[src/rtl/serializer_pkg.sv]
// Shared definitions for par_serializer: FSM state type, frame length and
// bit-counter width helpers. Honours the SERIALIZER_PARITY_EN macro: when
// defined, every frame carries one extra even-parity bit after the data bits.
package serializer_pkg;

   typedef enum logic {
      IDLE  = 1'b0,
      SHIFT = 1'b1
   } ser_state_t;

   // Number of serial bits per frame for a given word width.
   function automatic int frame_len(input int data_w);
`ifdef SERIALIZER_PARITY_EN
      return data_w + 1;
`else
      return data_w;
`endif
   endfunction

   // Bit-counter width. Sized for a maximum count of data_w, which covers
   // FRAME_LEN-1 with or without the parity bit.
   function automatic int cnt_width(input int data_w);
      return $clog2(data_w + 1);
   endfunction

endpackage

[src/rtl/par_serializer.sv]
// par_serializer: parallel-to-serial converter. Accepts a DATA_W-bit word on a
// valid/ready handshake and shifts it out one bit per clock, MSB-first or
// LSB-first. Back-to-back frames run without a gap because a new word can be
// accepted on the final bit of the current frame.
// Optional feature: define SERIALIZER_PARITY_EN to append an even-parity bit
// (XOR of the accepted word) after the data bits; ser_last_o then marks it.
module par_serializer #(
   parameter int DATA_W    = 8,
   parameter int MSB_FIRST = 1
) (
   input  logic              clk_i,
   input  logic              rst_i,
   input  logic [DATA_W-1:0] data_i,
   input  logic              data_val_i,
   output logic              data_rdy_o,
   output logic              ser_data_o,
   output logic              ser_val_o,
   output logic              ser_last_o,
   output logic              busy_o
);

   import serializer_pkg::*;

   localparam int FRAME_LEN = frame_len(DATA_W);
   localparam int CNT_W     = cnt_width(DATA_W);

   localparam logic [CNT_W-1:0] CNT_LOAD = CNT_W'(FRAME_LEN - 1);
   localparam logic [CNT_W-1:0] CNT_ZERO = '0;
   localparam logic [CNT_W-1:0] CNT_ONE  = CNT_W'(1);

   ser_state_t        state_q, state_d;
   logic [DATA_W-1:0] shreg_q, shreg_d;
   logic [CNT_W-1:0]  cnt_q, cnt_d;
   logic              ser_data_q, ser_data_d;
   logic              ser_val_q, ser_val_d;
   logic              ser_last_q, ser_last_d;
   logic              accept;
`ifdef SERIALIZER_PARITY_EN
   logic              par_q, par_d;
`endif

   // Bit that leaves the word first in the configured bit order.
   function automatic logic lead_bit(input logic [DATA_W-1:0] w);
      if (MSB_FIRST != 0) begin
         return w[DATA_W-1];
      end
      return w[0];
   endfunction

   // Word after removing the lead bit; the vacated end fills with zero.
   function automatic logic [DATA_W-1:0] shift_word(input logic [DATA_W-1:0] w);
      if (MSB_FIRST != 0) begin
         return w << 1;
      end
      return w >> 1;
   endfunction

   // Ready in IDLE or on the final bit of a frame; never during reset and
   // never a function of data_val_i.
   always_comb begin
      data_rdy_o = 1'b0;
      if (!rst_i) begin
         data_rdy_o = (state_q == IDLE) || (cnt_q == CNT_ZERO);
      end
      accept = data_val_i && data_rdy_o;
   end

   // Next-state, shift register, bit counter and registered serial outputs.
   // The serial output flops take the bit that will be on the wire next cycle,
   // so a word accepted at edge N shows its first bit right after edge N.
   always_comb begin
      state_d    = state_q;
      shreg_d    = shreg_q;
      cnt_d      = cnt_q;
      ser_data_d = 1'b0;
      ser_val_d  = 1'b0;
      ser_last_d = 1'b0;
`ifdef SERIALIZER_PARITY_EN
      par_d      = par_q;
`endif

      if (accept) begin
         // New frame: lead bit goes straight to the output, rest waits in shreg.
         state_d    = SHIFT;
         shreg_d    = shift_word(data_i);
         cnt_d      = CNT_LOAD;
         ser_data_d = lead_bit(data_i);
         ser_val_d  = 1'b1;
         ser_last_d = 1'b0;
`ifdef SERIALIZER_PARITY_EN
         par_d      = ^data_i;
`endif
      end else if (state_q == SHIFT) begin
         if (cnt_q == CNT_ZERO) begin
            // Final bit already on the wire and no follow-on word.
            state_d = IDLE;
         end else begin
            shreg_d    = shift_word(shreg_q);
            cnt_d      = cnt_q - CNT_ONE;
            ser_data_d = lead_bit(shreg_q);
            ser_val_d  = 1'b1;
            ser_last_d = (cnt_q == CNT_ONE);
`ifdef SERIALIZER_PARITY_EN
            // Data bits are exhausted when the stored parity bit is due.
            if (cnt_q == CNT_ONE) begin
               ser_data_d = par_q;
            end
`endif
         end
      end
   end

   // State and datapath registers; reset abandons any frame in progress.
   always_ff @(posedge clk_i) begin
      if (rst_i) begin
         state_q    <= IDLE;
         shreg_q    <= '0;
         cnt_q      <= '0;
         ser_data_q <= 1'b0;
         ser_val_q  <= 1'b0;
         ser_last_q <= 1'b0;
`ifdef SERIALIZER_PARITY_EN
         par_q      <= 1'b0;
`endif
      end else begin
         state_q    <= state_d;
         shreg_q    <= shreg_d;
         cnt_q      <= cnt_d;
         ser_data_q <= ser_data_d;
         ser_val_q  <= ser_val_d;
         ser_last_q <= ser_last_d;
`ifdef SERIALIZER_PARITY_EN
         par_q      <= par_d;
`endif
      end
   end

   assign ser_data_o = ser_data_q;
   assign ser_val_o  = ser_val_q;
   assign ser_last_o = ser_last_q;
   assign busy_o     = ser_val_q;

endmodule

[config.mk]
export PLATFORM = sky130hd
export DESIGN_NAME = par_serializer
export DESIGN_NICKNAME = d
export VERILOG_FILES = /design/src/rtl/serializer_pkg.sv /design/src/rtl/par_serializer.sv
export SDC_FILE = /design/constraint.sdc
export NUM_CORES = 1
export LEC_CHECK = 0
export CAP_MARGIN = 15
export CORE_MARGIN = 4
export CORE_UTILIZATION = 50
export CTS_BUF_LIST = sky130_fd_sc_hd__clkbuf_4
export DETAILED_ROUTE_END_ITERATION = 10
export GPL_TIMING_DRIVEN = 0
export PLACE_DENSITY = 0.8
export RECOVER_POWER = 25
export SYNTH_ARGS = -nofsm -noshare
export SYNTH_HDL_FRONTEND = slang
export SYNTH_SLANG_ARGS = --single-unit
[constraint.sdc]
create_clock -name clk_i -period 1.6 [get_ports clk_i]
set_input_delay 0.32 -clock clk_i [delete_from_list [all_inputs] [get_ports clk_i]]
set_output_delay 0.32 -clock clk_i [all_outputs]
set_load 0.01 [all_outputs]
==> impl_metrics.tcl, run 1 <==
set metrics [dict create \
    cp.required_ps 1280 \
    r2r-start "cnt_q[1]" \
    layout_setup_ws_ps -68.4 \
    place.gp.congestion 0.739 \
    hold_end "ser_data_o" \
    critPathLaunchType "register" \
    dr.first_iter.drc_count 21 \
    core-area_mm2 0.00133 \
    synthFlopType "dfxtp_1" \
    drv_slew 0 \
    setup_tns_ps -72.4 \
    dpl.cell_count 104 \
    std_cell_rows 13 \
    cellPowerDensity_mw_per_mm2 899 \
    cts_sinks 14 \
    cp_max_fo 2 \
    route.detailed.wl_per_inst_um 15.8 \
    grtUsageTotal_pct 19.0 \
    synth.yosys.warnings 0 \
    violations "negative setup slack" \
    layout.cells.non_filler 118 \
    synthSimpleGateAreaFrac_pct 24.8 \
    synth_top_family_by_area "simple AND/OR/NAND/NOR gates" \
    drc 0 \
    final.min_clock_period_ps 1670 \
    clk_latency_ps 290 \
    r2r_end "shreg_q[7]" \
    fp.dieArea_mm2 0.00214 \
    numCtsBuffers 3 \
    relSlewSlack_pct 70.7 \
    portBuffers 14 \
    p_leak_nw 0.400 \
    cts.htree.levels 1 \
    fillers 93 \
    antenna_found_initial 0 \
    num_vias 709 \
    clockBufferDepth 2 \
    skew_ps 9.83 \
    syn_area_um2 731 \
    fmax_ghz 0.599 \
    muxShareOfSynthArea_pct 1.37 \
    io_pins 16 \
    gr-total-overflow 0 \
    tightest_slew_ps 439 \
    critPathArrivalTime_ps 1350 \
    final_nets 117 \
    synth_common_cells "dfxtp_1 (14), nor3_1 (14), a221oi_2 (6), nor2b_1 (5), a211oi_1 (4)" \
    cts_tree "yes" \
    ant_nets 0 \
    rsz0062_at_grt "true" \
    status "complete, but fails checks" \
    synth_compound_area_share_pct 22.6 \
    synth-adder-area-share_pct 3.42 \
    yosys_register_bits 14 \
    holdPathStages 2 \
    die_w_um 46.2 \
    syn2layout_area_growth_pct 39.0 \
    area.sequential_um2 283 \
    period_share_pct 104 \
    synth_top_cells_by_area "dfxtp_1 (38%), a221oi_2 (12%), nor3_1 (9.6%)" \
    grt_pass1_wl_mm 2.86 \
    cts-root-buf "clkbuf_4" \
    die_h_um 46.2 \
    cap_violations 0 \
    synth-xor-area-share_pct 1.20 \
    reg2regPathDepth 7 \
    synth.largest_area_cell "dfxtp_1" \
    path_class "register to primary output" \
    first_pass_iters 4 \
    grt_pass1_vias 668 \
    multi_input_area_um2 413 \
    syn-num-nets 88 \
    hold_viol_final 0 \
    setup_viol 2 \
    synth_area_per_cell_um2 9.74 \
    grt_max_degree 11 \
    drive_gt1_share_pct 35.0 \
    start_util_pct 54.8 \
    peakVddDrop_mv 0.636 \
    path_clk_slew_ps 90 \
    yosysSeqAreaShare_pct 38.4 \
    hp-class "register to register" \
    rrSetupSlack_ps 0 \
    diodes 0 \
    dp_hpwl_mm 1.09 \
    yosysTopAreaCellShare_pct 38.4 \
    syn_inst 75 \
    synth_edf_count 0 \
    async_flop_share_pct 0 \
    crit_path_end_kind "primary output" \
    worstHoldStart "shreg_q[7]" \
    synth_cell_type_count 28 \
    via_per_inst 6.01 \
    routed_wl_mm 1.87 \
]
-- routing by layer --
layer / track usage (%) / vias to the layer above / share of wire, %
met5: 0 / - / 0
met4: 8.52 / 0 / 1.6
met2: 31.3 / 28 / 49
li1: - / 342 / -
met1: 22.4 / 334 / 43
met3: 5.86 / 5 / 6.7
-- worst max-delay path, cell delays in order (launching register included) --
cell	delay (ps)
dfxtp_2	330
inv_2	70
ha_4	130
nor3b_4	230
nor2_2	60
nor2_1	90
buf_2	140
-- logic make-up (layout without fill, tap and decap cells) --
| kind of cell | count (synthesis) | count (layout) |
|---|---|---|
| flip-flops | 14 | 14 |
| multiplexers | 1 | 1 |
| XOR/XNOR | 1 | 1 |
| adder cells (fa/ha/maj) | 2 | 2 |
| AO/OA/AOI/OAI | 16 | 16 |
| AND/OR/NAND/NOR | 31 | 31 |
| buffers and inverters | 10 | 38 |
-- through the flow --
step / setup WS, ps / area, um^2 / util (%) / hold WS [ps] / total power, mW
after global routing: -149 / 1020 / 76.2 / 477 / 0.965
after global placement: -643 / 890 / 66.7 / 450 / 0.638
after detailed placement: -636 / 890 / 66.7 / 458 / 0.642
after floorplan: 43.8 / 731 / - / 399 / 0.569
after CTS: -51.4 / 1010 / 75.4 / 475 / 0.901
final: -68.4 / 1020 / 76.2 / 461 / 0.914
-- where the power goes --
part / total, mW / leakage, nW / internal [mW] / switching [mW]
Clock: 0.213 / 0.0154 / 0.0908 / 0.122
Sequential: 0.401 / 0.116 / 0.381 / 0.0199
Combinational: 0.300 / 0.269 / 0.157 / 0.143
Total: 0.914 / 0.400 / 0.629 / 0.285
-- what timing repair did --
action	CTS	global route
gates resized for setup	16	2
pin swaps	2	1
hold buffers	0	0
setup endpoints to repair	5	10
setup buffers	9	1
-- cell type report --
cell class / count / share of cell area, %
plain buffers: 7 / 5.05
clock buffers: 3 / 2.22
clock inverters: 1 / 0.369
inverters: 3 / 1.23
multi-input cells: 51 / 40.6
flip-flops and latches: 14 / 27.8
well taps: 15 / 1.85
repair buffers: 24 / 20.8
-- how the worst max path moves through the flow --
stage          startpoint  cells past startpoint          to
3_5_place_dp     cnt_q[0]                      6  data_rdy_o
6_report         cnt_q[1]                      6  data_rdy_o
4_1_cts          cnt_q[1]                      6  data_rdy_o
5_1_grt          cnt_q[1]                      6  data_rdy_o
2_1_floorplan    cnt_q[0]                      5  data_rdy_o
3_3_place_gp     cnt_q[0]                      6  data_rdy_o
-- placed cells by master (no fill, tap or decap), types with 2 or more instances in the layout --
master           netlist  routed
nor2b_1                5       5
nand3_1                2       2
clkbuf_4               0       3
dfxtp_1               14      12
nor3_1                14      14
buf_6                  2       2
clkdlybuf4s50_1        0      11
dfxtp_2                0       2
buf_4                  1      12
a221oi_2               6       6
buf_2                  3       3
inv_2                  0       2
a211oi_1               4       4
nor2_1                 3       3
-- flip-flops by register name, indices dropped and copies added (netlist names) --
name and count:
busy_o 1, ser_data_o 1, cnt_q 4, ser_last_o 1
shreg_q 7
Note: power is estimated with default switching activity, not from simulation.
==> inputs of run 2 (changes only) <==
CORE_MARGIN = 2   (was 4)
PLACE_DENSITY = not set   (was 0.8)
PLACE_DENSITY_LB_ADDON = 0.1   (was not set)
==> run 2 against run 1 <==
Compared with the run above: core utilization increased by 1.3 points; sequential power about the same; die area fell by 17%; register-to-register slack is essentially flat; first-iteration DRC count stayed put; flip-flop and latch count did not move; wire length grew 0.86%; non-clock buffer count rose by 1; design area up 1.7%; clock power rose by 2%; the flow still finishes with violations (negative setup slack); highest routed layer unchanged; via count grew 2.1%.
==> impl_metrics.tcl, run 2 (synthesis results as in run 1) <==
set metrics [dict create \
    status "complete, but fails checks" \
    violations "negative setup slack" \
    start_util_pct 54.8 \
    rrSetupSlack_ps 10 \
    r2r_end "shreg_q[4]" \
    power.internal_uw 642 \
    hold_viol_final 0 \
    cts_sinks 14 \
    setup_viol 1 \
    cp.required_ps 1280 \
    dpl.cell_count 104 \
    path_cells "inv_2 -> ha_4 -> nor3b_4 -> nor2_2 -> nor2_1 -> buf_2" \
    placed_cell_area_um2 890 \
    core-area_mm2 0.00133 \
    gr-total-overflow 0 \
    r2r-start "cnt_q[1]" \
    numCtsBuffers 3 \
    path_class "register to primary output" \
    busiest_layer "met2" \
    first_pass_iters 4 \
    grtUsageTotal_pct 20.0 \
    layout.cells.non_filler 119 \
    critical-path-max-stage-delay_ps 340 \
    layout_setup_ws_ps -68.9 \
    pwr-share-comb_pct 34.2 \
    hold_end "ser_data_o" \
    p_leak_nw 0.395 \
    cts-root-buf "clkbuf_4" \
    critPathLaunchType "register" \
    cts.htree.levels 1 \
    num_vias 724 \
    grt_pass1_vias 626 \
    io_pins 16 \
    critical-path-slowest-cell "dfxtp_2" \
    fmax_ghz 0.599 \
    seq_power_share_pct 42.6 \
    pre_cts_slack_ps -694 \
    cellPowerDensity_mw_per_mm2 910 \
    tightest_slew_ps 593 \
    fp.dieArea_mm2 0.00178 \
    die_h_um 42.2 \
    hold_buffers 0 \
    cap_violations 0 \
    dp_hpwl_mm 1.06 \
    drc 0 \
    fin_area_mm2 0.00103 \
    final.min_clock_period_ps 1670 \
    route.detailed.wl_per_inst_um 15.8 \
    p_clk_share_pct 23.2 \
    use_met3_pct 8.62 \
    holdPathStages 2 \
    final_cell_mix "nor3_1 (14), buf_4 (12), dfxtp_1 (11), clkdlybuf4s50_1 (11), a221oi_2 (6)" \
    portBuffers 14 \
    syn2layout_area_growth_pct 41.4 \
    path_clk_slew_ps 80 \
    p_sw_share_pct 31.7 \
    rsz0062_at_grt "true" \
    via_per_inst 6.08 \
    ant_nets 0 \
    std_cell_rows 13 \
    gr-usage-met2_pct 30.8 \
    clockBufferDepth 2 \
    setup_tns_ps -68.9 \
    antenna_found_initial 0 \
    cp_max_fo 2 \
    grt_pass1_wl_mm 2.67 \
    relSlewSlack_pct 60.4 \
    die_w_um 42.2 \
    final_nets 118 \
    peakVddDrop_mv 0.695 \
    dr.first_iter.drc_count 21 \
    cts_tree "yes" \
    diodes 0 \
    clk_latency_ps 300 \
    power.total_uw 940 \
    drv_slew 0 \
    worstHoldStart "shreg_q[7]" \
    hp-class "register to register" \
    reg2regPathDepth 7 \
    critPathArrivalTime_ps 1350 \
    grt_use_met1_pct 23.5 \
    skew_ps 3.32 \
    drive_gt1_share_pct 37.5 \
    period_share_pct 104 \
    place.gp.congestion 0.768 \
    routed_wl_mm 1.88 \
    crit_path_end_kind "primary output" \
    top_regs "shreg_q x7, cnt_q x4" \
    top_register "shreg_q" \
    largest_register_ffs 7 \
    power_switching_uw 298 \
    grt_max_degree 11 \
    layout_commonest_cell "nor3_1" \
    fillers 87 \
]
-- run 2: power groups by stage --
| stage | clock, mW | combinational (mW) | sequential [mW] |
|---|---|---|---|
| 6_report | 0.218 | 0.322 | 0.400 |
| 5_1_grt | 0.238 | 0.342 | 0.403 |
| 4_1_cts | 0.220 | 0.286 | 0.399 |
| 3_5_place_dp | 0 | 0.235 | 0.409 |
| 3_3_place_gp | 0 | 0.232 | 0.408 |
| 2_1_floorplan | 0 | 0.162 | 0.407 |
-- run 2: metal layers --
| layer | vias to the layer above | wire length, um |
|---|---|---|
| met1 | 338 | 767 |
| met2 | 43 | 913 |
| met4 | 0 | 29 |
| met3 | 5 | 172 |
| li1 | 338 | - |
| met5 | - | 0 |
-- run 2: through the flow --
| stage | util, % | hold slack, ps |
|---|---|---|
| after floorplan | - | 399 |
| after global placement | 66.7 | 453 |
| after detailed placement | 66.7 | 459 |
| after CTS | 75.3 | 471 |
| after global routing | 77.5 | 484 |
| final | 77.5 | 473 |
-- run 2: cell type report --
type	instances	area (um^2)	share of cell area (%)
well taps	15	18.8	1.82
clock buffers	3	22.5	2.18
clock inverters	1	3.75	0.363
inverters	3	12.5	1.21
flip-flops and latches	14	287	27.7
multi-input cells	51	420	40.7
repair buffers	25	219	21.2
plain buffers	7	50.0	4.84
-- run 2: timing repair --
action	in CTS	in global routing
gates cloned	0	1
resized for setup	17	6
pin swaps	2	3
setup buffers	9	1
endpoints found under the setup margin	9	9
-- run 2: worst max-delay path by stage --
| stage | from | end | slack (ps) |
|---|---|---|---|
| after floorplan | cnt_q[0] | data_rdy_o | 40 |
| after global placement | cnt_q[0] | data_rdy_o | -680 |
| after detailed placement | cnt_q[0] | data_rdy_o | -690 |
| after CTS | cnt_q[1] | data_rdy_o | -50 |
| after global routing | cnt_q[1] | data_rdy_o | -200 |
| final | cnt_q[1] | data_rdy_o | -70 |
-- run 2: worst max-delay path: cells and delay by family, from the launching register on --
family	cells	cell delay, ps
fa+ha+maj	1	130
buf+inv	2	210
flops	1	340
simple gates	3	380
==> inputs of run 3 (changes only) <==
GPL_TIMING_DRIVEN = 1   (was 0)
==> run 3 against run 2 <==
Compared with the run above: the run still ends with negative setup slack left; critical path depth unchanged; count of clock-buffer cells in the layout unchanged; wire length increased by 3.3%; fmax increased by 2.1%; die area unchanged; final cell count increased by 0.84%; power increased by 0.61%; critical path type unchanged.
==> impl_metrics.tcl, run 3 (synthesis results as in run 1) <==
set metrics [dict create \
    r2r_end "shreg_q[2]" \
    layout_commonest_cell "buf_4" \
    drv_slew 0 \
    crit_path_end_kind "primary output" \
    critPathLaunchType "register" \
    final_cell_mix "buf_4 (15), nor3_1 (13), clkdlybuf4s50_1 (12)" \
    syn2layout_area_growth_pct 48.5 \
    cap_violations 0 \
    antenna_found_initial 0 \
    fmax_ghz 0.612 \
    skew_ps 13.5 \
    path_cells "inv_2 -> ha_4 -> nor3b_4 -> nor2_2 -> nor2_1 -> buf_2" \
    core-area_mm2 0.00133 \
    final.min_clock_period_ps 1630 \
    violations "negative setup slack" \
    top_register "shreg_q" \
    gr-total-overflow 0 \
    power.internal_uw 654 \
    final_nets 119 \
    critPathArrivalTime_ps 1310 \
    hold_viol_final 0 \
    power.total_uw 946 \
    r2r-start "cnt_q[1]" \
    hold_end "ser_data_o" \
    power_switching_uw 292 \
    die_h_um 42.2 \
    dr.first_iter.drc_count 24 \
    die_w_um 42.2 \
    p_sw_share_pct 30.8 \
    area.sequential_um2 284 \
    start_util_pct 54.8 \
    critical-path-slowest-cell "dfxtp_2" \
    pwr-share-comb_pct 35.9 \
    cts.htree.levels 1 \
    reg2regPathDepth 7 \
    std_cell_rows 13 \
    layout_setup_ws_ps -34.6 \
    holdWs_ps 490 \
    io_pins 16 \
    critical-path-max-stage-delay_ps 330 \
    grtUsageTotal_pct 22.4 \
    multi_input_area_um2 444 \
    cp.required_ps 1280 \
    peakVddDrop_mv 0.843 \
    place.gp.congestion 0.742 \
    routed_wl_mm 1.95 \
    cts_sinks 14 \
    drive_gt1_share_pct 39.0 \
    numCtsBuffers 3 \
    cellPowerDensity_mw_per_mm2 872 \
    status "complete, but fails checks" \
    p_leak_nw 0.410 \
    grt_pass1_vias 686 \
    period_share_pct 102 \
    num_vias 713 \
    portBuffers 15 \
    first_pass_iters 4 \
    path_clk_slew_ps 90 \
    fillers 87 \
    relSlewSlack_pct 72.5 \
    path_class "register to primary output" \
    cp_max_fo 2 \
    dp_hpwl_mm 1.27 \
    setup_viol 2 \
    clk_latency_ps 290 \
    p_clk_share_pct 21.6 \
    grt_max_degree 15 \
    route.detailed.wl_per_inst_um 16.2 \
    clockBufferDepth 2 \
    hold_buffers 0 \
    top_regs "shreg_q x7, cnt_q x4" \
    setup_tns_ps -40.3 \
    seq_power_share_pct 42.5 \
    hp-class "register to register" \
    rsz0062_at_grt "true" \
    rrSetupSlack_ps -10 \
    diodes 0 \
    cts_tree "yes" \
    pre_cts_slack_ps -186 \
    ant_nets 0 \
    cts-root-buf "clkbuf_4" \
    fp.dieArea_mm2 0.00178 \
    grt_pass1_wl_mm 2.99 \
    largest_register_ffs 7 \
    worstHoldStart "shreg_q[7]" \
    drc 0 \
    tightest_slew_ps 408 \
    holdPathStages 2 \
    via_per_inst 5.94 \
]
==> run 3: cell type report <==
| cell class | instances | area share, % |
|---|---|---|
| Clock buffer | 3 | 2.08 |
| Clock inverter | 1 | 0.346 |
| Inverter | 3 | 1.04 |
| Multi-Input combinational cell | 51 | 40.9 |
| Sequential cell | 14 | 26.2 |
| Tap cell | 15 | 1.73 |
| Timing Repair Buffer | 33 | 27.7 |
==> run 3: metrics by stage <==
step | utilization [%] | area [um^2] | std cells
after floorplan | - | 731 | 75
after global placement | 74.3 | 991 | 115
after detailed placement | 74.3 | 991 | 115
after CTS | 78.0 | 1040 | 120
after global routing | 81.3 | 1080 | 120
final | 81.3 | 1080 | 120
==> run 3: repair_timing <==
action / 4_1_cts / 5_1_grt
pin swaps: 2 / 4
endpoints found under the hold margin: 0 / 0
setup buffers: 1 / 0
endpoints found under the setup margin: 8 / 12
resized for setup: 11 / 10
==> run 3: how the worst max path moves through the flow <==
stage | from | end | slack [ps] | cells after the start
6_report | cnt_q[1] | data_rdy_o | -30 | 6
4_1_cts | cnt_q[1] | data_rdy_o | -60 | 6
2_1_floorplan | cnt_q[0] | data_rdy_o | 40 | 5
5_1_grt | cnt_q[1] | data_rdy_o | -100 | 6
3_5_place_dp | cnt_q[0] | data_rdy_o | -190 | 6
3_3_place_gp | cnt_q[0] | data_rdy_o | -100 | 6
==> run 3: power groups by stage <==
stage                     Clock [mW]  Combinational [mW]  Sequential (mW)
after floorplan                    0               0.162            0.407
after global placement             0               0.280            0.403
after detailed placement           0               0.287            0.405
after CTS                      0.209               0.304            0.400
after global routing           0.223               0.360            0.405
final                          0.205               0.340            0.402
==> run 3: worst max-delay path: cells and delay by family, from the launching register on <==
family	cells	cell delay (ps)
and+or+nand+nor	3	350
DFF	1	330
buffers and inverters	2	210
adders and majority gates	1	140
==> run 3: routing by layer <==
layer  GRT usage, %  up-vias  routed length [um]
li1               -      342                   -
met1           23.7      348                 825
met2           42.5       21                1020
met3           7.76        2                  84
met4           3.75        0                  17
met5              0        -                   0
